===== config.mk =====
export PLATFORM = sky130hd
export DESIGN_NAME = cache_mem_ctrl
export DESIGN_NICKNAME = d
export VERILOG_FILES = /design/src/rtl/cache_mem_ctrl_pkg.sv /design/src/rtl/cache_mem_ctrl.sv
export SDC_FILE = /design/constraint.sdc
export NUM_CORES = 1
export LEC_CHECK = 0
export ABC_AREA = 1
export BUFFER_PORTS_ARGS = -buffer_cell sky130_fd_sc_hd__clkbuf_2
export CAP_MARGIN = 20
export CORE_UTILIZATION = 50
export DETAILED_ROUTE_END_ITERATION = 8
export GPL_ROUTABILITY_DRIVEN = 0
export PLACE_DENSITY = 0.79
export SYNTH_ARGS = -nofsm -noshare
export SYNTH_HDL_FRONTEND = slang
export SYNTH_SLANG_ARGS = --single-unit

===== constraint.sdc =====
create_clock -name clk -period 2.5 [get_ports clk]
set_input_delay 0.25 -clock clk [delete_from_list [all_inputs] [get_ports clk]]
set_output_delay 0.25 -clock clk [all_outputs]
set_load 0.02 [all_outputs]

===== src/rtl/cache_mem_ctrl_pkg.sv =====
// mem_ctrl_pkg
//   Shared types and constants for the cache line-fill / writeback
//   memory controller.
//   - mc_state_t   : controller FSM state encoding
//   - DEF_*        : default parameter values of cache_mem_ctrl
//   - LINE_W       : bits per cache line at the default geometry
//   - WORD_BYTES   : bytes per memory word at the default geometry
//   - CNT_W        : width of the beat counter at the default geometry
package mem_ctrl_pkg;

   localparam int DEF_ADDRESS_WIDTH = 32;
   localparam int DEF_DATA_WIDTH    = 32;
   localparam int DEF_BLOCK_SIZE    = 4;

   localparam int LINE_W     = DEF_DATA_WIDTH * DEF_BLOCK_SIZE;
   localparam int WORD_BYTES = DEF_DATA_WIDTH / 8;
   localparam int CNT_W      = $clog2(DEF_BLOCK_SIZE);

   typedef enum logic [1:0] {
      IDLE = 2'd0,
      WB   = 2'd1,
      FILL = 2'd2,
      DONE = 2'd3
   } mc_state_t;

endpackage


===== src/rtl/cache_mem_ctrl.sv =====
// cache_mem_ctrl
//   Sits between the data cache's line-wide miss port and word-wide main
//   memory. One miss is accepted in IDLE, carrying a line fill request and
//   an optional dirty-victim writeback. The writeback goes out first as
//   BLOCK_SIZE single-word writes, then the fill comes in as BLOCK_SIZE
//   single-word reads. The assembled line is presented with a one-cycle
//   fill_valid pulse while busy is still high.
//
//   Memory handshake: a transaction is one cycle or more with exactly one
//   of mem_we/mem_re high. Strobe, mem_addr and mem_wdata stay constant
//   until the cycle in which mem_ready is high; that cycle completes the
//   word (and, for a read, mem_rdata is captured). mem_ready with no
//   strobe active has no effect.
//
// Ports
//   clk, rst                 clock, synchronous active-high reset
//   req_valid, req_addr      line fill request (byte address)
//   wb_valid, wb_addr,
//   wb_data                  dirty victim line to write back
//   busy                     controller not idle, cache must stall
//   fill_valid, fill_data    assembled line, one-cycle pulse
//   mem_addr, mem_wdata,
//   mem_we, mem_re           word transaction to memory
//   mem_rdata, mem_ready     memory response
module cache_mem_ctrl
   import mem_ctrl_pkg::*;
#(
   parameter int ADDRESS_WIDTH = DEF_ADDRESS_WIDTH,
   parameter int DATA_WIDTH    = DEF_DATA_WIDTH,
   parameter int BLOCK_SIZE    = DEF_BLOCK_SIZE
) (
   input  logic                                clk,
   input  logic                                rst,
   input  logic                                req_valid,
   input  logic [ADDRESS_WIDTH-1:0]            req_addr,
   input  logic                                wb_valid,
   input  logic [ADDRESS_WIDTH-1:0]            wb_addr,
   input  logic [DATA_WIDTH*BLOCK_SIZE-1:0]    wb_data,
   output logic                                busy,
   output logic                                fill_valid,
   output logic [DATA_WIDTH*BLOCK_SIZE-1:0]    fill_data,
   output logic [ADDRESS_WIDTH-1:0]            mem_addr,
   output logic [DATA_WIDTH-1:0]               mem_wdata,
   output logic                                mem_we,
   output logic                                mem_re,
   input  logic [DATA_WIDTH-1:0]               mem_rdata,
   input  logic                                mem_ready
);

   localparam int LINE_BITS = DATA_WIDTH * BLOCK_SIZE;
   localparam int WORD_B    = DATA_WIDTH / 8;
   localparam int CW        = (BLOCK_SIZE > 1) ? $clog2(BLOCK_SIZE) : 1;
   localparam int OFF_W     = $clog2(LINE_BITS / 8);

   // Clears the byte-within-line offset so latched addresses are line bases.
   localparam logic [ADDRESS_WIDTH-1:0] LINE_MASK =
      {{(ADDRESS_WIDTH-OFF_W){1'b1}}, {OFF_W{1'b0}}};
   localparam logic [CW-1:0] LAST_BEAT = CW'(BLOCK_SIZE - 1);

   mc_state_t                state, state_nxt;
   logic [CW-1:0]            cnt;
   logic [ADDRESS_WIDTH-1:0] req_base;
   logic [ADDRESS_WIDTH-1:0] wb_base;
   logic [LINE_BITS-1:0]     wb_line;
   logic                     have_req;
   logic [ADDRESS_WIDTH-1:0] beat_off;
   logic                     accept;
   logic                     last_beat;

   assign accept    = (state == IDLE) && (wb_valid || req_valid);
   assign last_beat = (cnt == LAST_BEAT);
   // Offsets never exceed one line, so base + offset cannot leave the line.
   assign beat_off  = ADDRESS_WIDTH'(cnt) * ADDRESS_WIDTH'(WORD_B);

   // State register
   always_ff @(posedge clk) begin
      if (rst) state <= IDLE;
      else     state <= state_nxt;
   end

   // Next-state logic
   always_comb begin
      state_nxt = state;
      case (state)
         IDLE: begin
            if (wb_valid)       state_nxt = WB;
            else if (req_valid) state_nxt = FILL;
         end
         WB: begin
            if (mem_ready && last_beat) state_nxt = have_req ? FILL : IDLE;
         end
         FILL: begin
            if (mem_ready && last_beat) state_nxt = DONE;
         end
         DONE:    state_nxt = IDLE;
         default: state_nxt = IDLE;
      endcase
   end

   // Outputs
   always_comb begin
      busy       = (state != IDLE);
      fill_valid = 1'b0;
      mem_we     = 1'b0;
      mem_re     = 1'b0;
      mem_addr   = '0;
      mem_wdata  = '0;
      case (state)
         WB: begin
            mem_we    = 1'b1;
            mem_addr  = wb_base + beat_off;
            mem_wdata = wb_line[cnt*DATA_WIDTH +: DATA_WIDTH];
         end
         FILL: begin
            mem_re   = 1'b1;
            mem_addr = req_base + beat_off;
         end
         DONE:    fill_valid = 1'b1;
         default: ;
      endcase
   end

   // Beat counter and line registers. Inputs are captured only on
   // acceptance, so the cache may change them freely while busy.
   always_ff @(posedge clk) begin
      if (rst) begin
         cnt       <= '0;
         req_base  <= '0;
         wb_base   <= '0;
         wb_line   <= '0;
         have_req  <= 1'b0;
         fill_data <= '0;
      end else begin
         case (state)
            IDLE: begin
               if (accept) begin
                  req_base <= req_addr & LINE_MASK;
                  wb_base  <= wb_addr & LINE_MASK;
                  wb_line  <= wb_data;
                  have_req <= req_valid;
                  cnt      <= '0;
               end
            end
            WB: begin
               if (mem_ready) cnt <= last_beat ? '0 : cnt + 1'b1;
            end
            FILL: begin
               if (mem_ready) begin
                  fill_data[cnt*DATA_WIDTH +: DATA_WIDTH] <= mem_rdata;
                  cnt <= last_beat ? '0 : cnt + 1'b1;
               end
            end
            default: ;
         endcase
      end
   end

endmodule


## Word-level counts from Yosys, hierarchy flattened

Cells that the tools add are included.
W data, S select, Z words.

| operators by class | value |
|---|---|
| reduce and logical (&&, ||, !) cells | 11 |
| equality and inequality tests | 9 |
| shift operators | 3 |
| muxes and demuxes | 16 |
| add/subtract/negate cells | 4 |

Operators by type and width:

| operator | count |
|---|---|
| $bwmux W128 | 1 |
| $shift A32 B34 Y128 const A | 1 |
| $shiftx A128 B8 Y32 | 1 |
| $shiftx A32 B34 Y128 | 1 |
| $add A32 B4 Y32 | 2 |
| $pmux W32 S2 | 1 |
| $neg A7 Y34 | 1 |
| $mux W32 | 1 |
| $mux W2 | 8 |
| $pmux W2 S4 | 1 |
| $eq A2 B2 Y1 const B | 3 |
| $ne A2 B2 Y1 const B | 3 |
| $reduce_and A3 Y1 | 2 |
| $pmux W2 S2 | 1 |
| $reduce_and A2 Y1 | 2 |
| $reduce_bool A2 Y1 | 2 |
| $mux W1 | 3 |
| $ne A3 B3 Y1 const B | 1 |
| $add A2 B1 Y2 const B | 1 |
| $eq A2 B1 Y1 const B | 1 |
| $logic_and A1 B1 Y1 | 2 |
| $logic_not A2 Y1 | 1 |
| $ne A2 B1 Y1 const B | 1 |
| $reduce_or A2 Y1 | 1 |
| $logic_or A1 B1 Y1 | 1 |

| word-level totals | value |
|---|---|
| output and inout port bits | 196 |
| word-level logic and storage cells | 50 |
| register bits | 317 |
| input bits | 229 |

## Longest topological paths before layout

| depth | value |
|---|---|
| depth after elaboration | 4 |
| depth in mapped cells | 10 |
| mapped depth without buffers | 8 |

## Worst setup path after synthesis

OpenSTA, ideal clock, no wires.

| path | value |
|---|---|
| kind | register to output |
| from | reg state[0] |
| to | out mem_addr[10] |
| arrival time | 1.687 ns |
| data required time | 2.250 ns |
| cell stages (with the launch flop) | 7 |
| path slack | 0.563 ns |
| path through | dfxtp_1 > inv_1 > ha_1 > buf_2 > buf_1 > nand2_1 > a21oi_1 |

| on the way | value |
|---|---|
| longest elaborated chain between the ends | 2 |
| elaborated cells between the ends (all ways) | 3 |

RTL lines:

| element | line | text |
|---|---|---|
| start: declaration | cache_mem_ctrl.sv:60 | `mc_state_t state, state_nxt;` |
| start signal: assignment | cache_mem_ctrl.sv:78 | `else state <= state_nxt;` |
| $eq A2 B2 Y1 / $eq A2 B1 Y1 (equally long branches) | cache_mem_ctrl.sv:108 | `case (state)` |
| $pmux W32 S2 (*) | cache_mem_ctrl.sv:108 |  |
| end: declaration | cache_mem_ctrl.sv:42 | `output logic [ADDRESS_WIDTH-1:0] mem_addr,` |

Every way passes the cells marked *; elsewhere a longest branch is shown, timed or not.

## Final worst setup path

| path | value |
|---|---|
| from | reg state[1] |
| to | out mem_wdata[17] |

| on the way | value |
|---|---|
| longest elaborated chain between the ends | 2 |

RTL lines:

| element | line | text |
|---|---|---|
| $eq A2 B1 Y1 | cache_mem_ctrl.sv:108 |  |
| $mux W32 | cache_mem_ctrl.sv:108 |  |
| end: declaration | cache_mem_ctrl.sv:43 | `output logic [DATA_WIDTH-1:0] mem_wdata,` |

Every way passes these cells.

==> results.md <==
- Fin crit period: approximately 2.4 ns
- DR vias/cell: 5.497
- Setup crit start kind: register
- Die width: 164.6 um
- Critical Path AT: 2.17 ns
- Post-synth EDFFs: 0
- First drt pass iteration count: 5
- WHS Endpoint: wb_base[29]
- Simple-gate share of the synthesized area: 26.60%
- Post-CTS Setup Inserts: 0
- R2R setup slack: roughly 0.50 ns
- FF-to-FF End: fill_data[14]
- Comb pwr share: 33.8%
- Slew of the pin with the lowest slew margin: 1.136 ns
- Crit Path Max Fanout: 32
- Initial antenna violation count: 2
- Slew headroom: around 24%
- Synth cell types: 24
- Clk buf depth: 3
- Clock latency on the worst-skew pair: 0.51 ns
- Largest net degree at the start of global routing: 156
- Critical Path, Cell by Cell: inv_1 -> ha_1 -> buf_4 -> inv_1 -> buf_4 -> a21oi_1 -> clkbuf_2
- TNS Setup: 0 ns
- Mean Syn Cell Area: 7.096 um2
- Multiplexer area fraction after synthesis: 0%
- Commonest cells post-synth: nor2_1 (538), dfxtp_1 (317), nand2_1 (269)
- DRT iter0 DRCs: between 1000 and 1500
- Hold slack: -0.0002287 ns
- Layout area overhead: 32.05%
- Flops & latches, synth: 317
- Maximum VDD drop: 0.8385 mV
- Reg2reg start: cnt[0]
- Inst Count DP: 2487
- CORE AREA: 0.02598 mm2
- Post-synth top area cell: dfxtp_1
- First-pass GRT wire length: between 60 and 70 mm
- Cell family with most CP delay: buffers and inverters
- Predominant post-synthesis flop cell: dfxtp_1
- Routed Antenna Nets: 0
- Inserted Clock Buffers: 35
- Synthesized cell area: 0.01321 mm2
- Status: finished, violations left
- Critical path required time: 2.25 ns
- Worst r2r path cells: 6
- DP HPWL: a little under 30 mm
- Yosys warns: 0
- Slowest CP cell: dfxtp_1
- Clk slew on worst S/H paths: 0.06 ns
- Via count: around 15000
- Final Hold Violating Endpoints: 1
- CP endpoint kind: output port
- XOR/XNOR share of the synthesized area: 0%
- Synth Area in Compound Gates: 18.04%
- Sw frac: 38.13%
- Max Slew Vio Count: 0
- Setup violators final: 0
- Asr flop ratio synth: 0%
- Clk root buf: clkbuf_16
- Top Ports: 425
- Fillcell total: 2175
- Yosys top cell area share: 48.03%
- Adder-cell share of the synthesized area: 1.042%
- Setup repair after global routing missed its margin: no
- Die area: 0.02708 mm2
- Gr ovfl total: 0
- DRC: 0
- Critical path's largest stage delay: 0.33 ns
- Critical path class: reg -> out
- Min-delay src: wb_addr[29]
- CP bufs+invs: 5
- Clock Power Share: between 20% and 30%
- Total Wirelength: between 40 and 50 mm
- Layout Cells excl Fill: ~2600
- Internal: between 10000 and 15000 uW
- Die Y-Extent: 164.6 um
- TritonCTS clock tree: yes
- Hold path depth: 3
- Number of global-route vias before repair: 13526
- Clock Sinks: ~320
- Cells after Synth: 1862
- Net count, final: 2520
- Failing checks: negative hold slack
- Sequential power share: 37.1%
- Pwr dens: 1058 mW/mm2
- Post-synthesis sequential area ratio: 48.03%
- Port Buffers: 414
- Routed len/inst: roughly 17 um
- Synth area leaders: dfxtp_1 (48%), nor2_1 (15%), o21ai_0 (10%)
- Worst Skew: 0.01638 ns
- Leakage: 0.007540 uW
- Hold Path Class: in -> reg
- Fin crit share: 96.63%
- Psw: roughly 7000 uW
- Site Rows: between 50 and 60
- Initial Util: 50.85%
- GRT Overall Usage: 32.66%
- Most frequent cell after synthesis: nor2_1
- CTS H-Tree Depth: 2
- Layout cell share with drive strength beyond 1: 22.30%
- Fmax: about 410 MHz
- Main combinational cell family by area after synthesis: simple AND/OR/NAND/NOR gates
- Max-Cap Viols: 0
area by class of cell:
type / count / area, um2 / share of cell area, %
flip-flops and latches: 317 / 6347 / 36.38
multi-input cells: 1370 / 6056 / 34.71
repair buffers: 536 / 3323 / 19.05
clock buffers: 53 / 1056 / 6.053
well taps: 335 / 419.2 / 2.402
clock inverters: 9 / 150.1 / 0.8606
inverters: 20 / 85.08 / 0.4877
diodes: 4 / 10.01 / 0.05737
power by group through the flow:
| stage | combinational, uW | sequential (uW) | clock (uW) |
|---|---|---|---|
| floorplan | 4220 | 6830 | 0 |
| global placement | 5870 | 6850 | 0 |
| detailed placement | 5970 | 6910 | 0 |
| CTS | 6120 | 6810 | 5440 |
| global route | 6920 | 6970 | 5670 |
| finish | 6230 | 6850 | 5370 |
metal layers:
metal	share of wire (%)	wire length [um]	GRT usage, %	up-vias
met5	0	0	0	-
met2	48	21650	55.25	786
met4	5.8	2640	18.85	0
met3	8.9	4054	7.358	180
met1	38	17010	37.84	6629
li1	-	-	-	6938
state kept, by name, indices dropped and copies added (netlist names):
register   flops
fill_data    128
wb_line      128
have_req       1
wb_base       28
cnt            2
req_base      28
state          2
worst reg2reg max path: stages (launching register included):
cell and delay (ns):
dfxtp_2 0.34, inv_4 0.08, ha_1 0.22, nand2_1 0.07, inv_1 0.81, nand4_1 0.22
a21oi_1 0.18
how the worst max path moves through the flow:
stage,depth (start not counted),slack [ns],startpoint,endpoint
5_1_grt,7,0.02,state[1],mem_wdata[8]
4_1_cts,7,0.09,state[1],mem_wdata[21]
6_report,7,0.08,state[1],mem_wdata[17]
3_5_place_dp,6,0.50,state[0],mem_addr[26]
2_1_floorplan,6,0.56,state[0],mem_addr[10]
3_3_place_gp,6,0.56,cnt[0],mem_wdata[0]
placed cells by master, fill, tap and decap left out, types with 4 or more instances in the layout:
cell	instances
clkbuf_1	9
clkbuf_16	37
dfxtp_1	316
nand2_1	269
nor2_1	536
inv_1	13
nand4_1	64
clkbuf_8	7
buf_12	8
o21ai_0	268
diode_2	4
o21ai_1	13
clkbuf_2	413
ha_1	11
a21oi_1	192
buf_4	21
dlygate4sd3_1	91
bufinv_16	4
stage by stage:
stage | setup WS [ns] | total power (uW) | utilization [%] | hold slack (ns) | area (um2)
after floorplan | 0.5625 | 11050 | - | 0.3905 | 13220
after global placement | 0.5564 | 12730 | 58.93 | 0.4511 | 15310
after detailed placement | 0.5041 | 12880 | 58.93 | 0.4542 | 15310
after CTS | 0.08589 | 18370 | 67.09 | 0.0001528 | 17430
after global routing | 0.01652 | 19560 | 67.12 | 0.003297 | 17440
final | 0.08433 | 18450 | 67.14 | -0.0002287 | 17450
cell families after synthesis:
kind of cell               count (synthesis)
AOI/OAI and AO/OA                        475
buffers and inverters                    176
other                                      1
adders and majority gates                 11
and+or+nand+nor                          882
DFF                                      317
what timing repair did:
action                                  4_1_cts  5_1_grt
hold buffers                                 91        0
resized for setup                             2        1
hold endpoints to repair                     91        0
endpoints found under the setup margin       22        1
(Power assumes the default switching activity.)
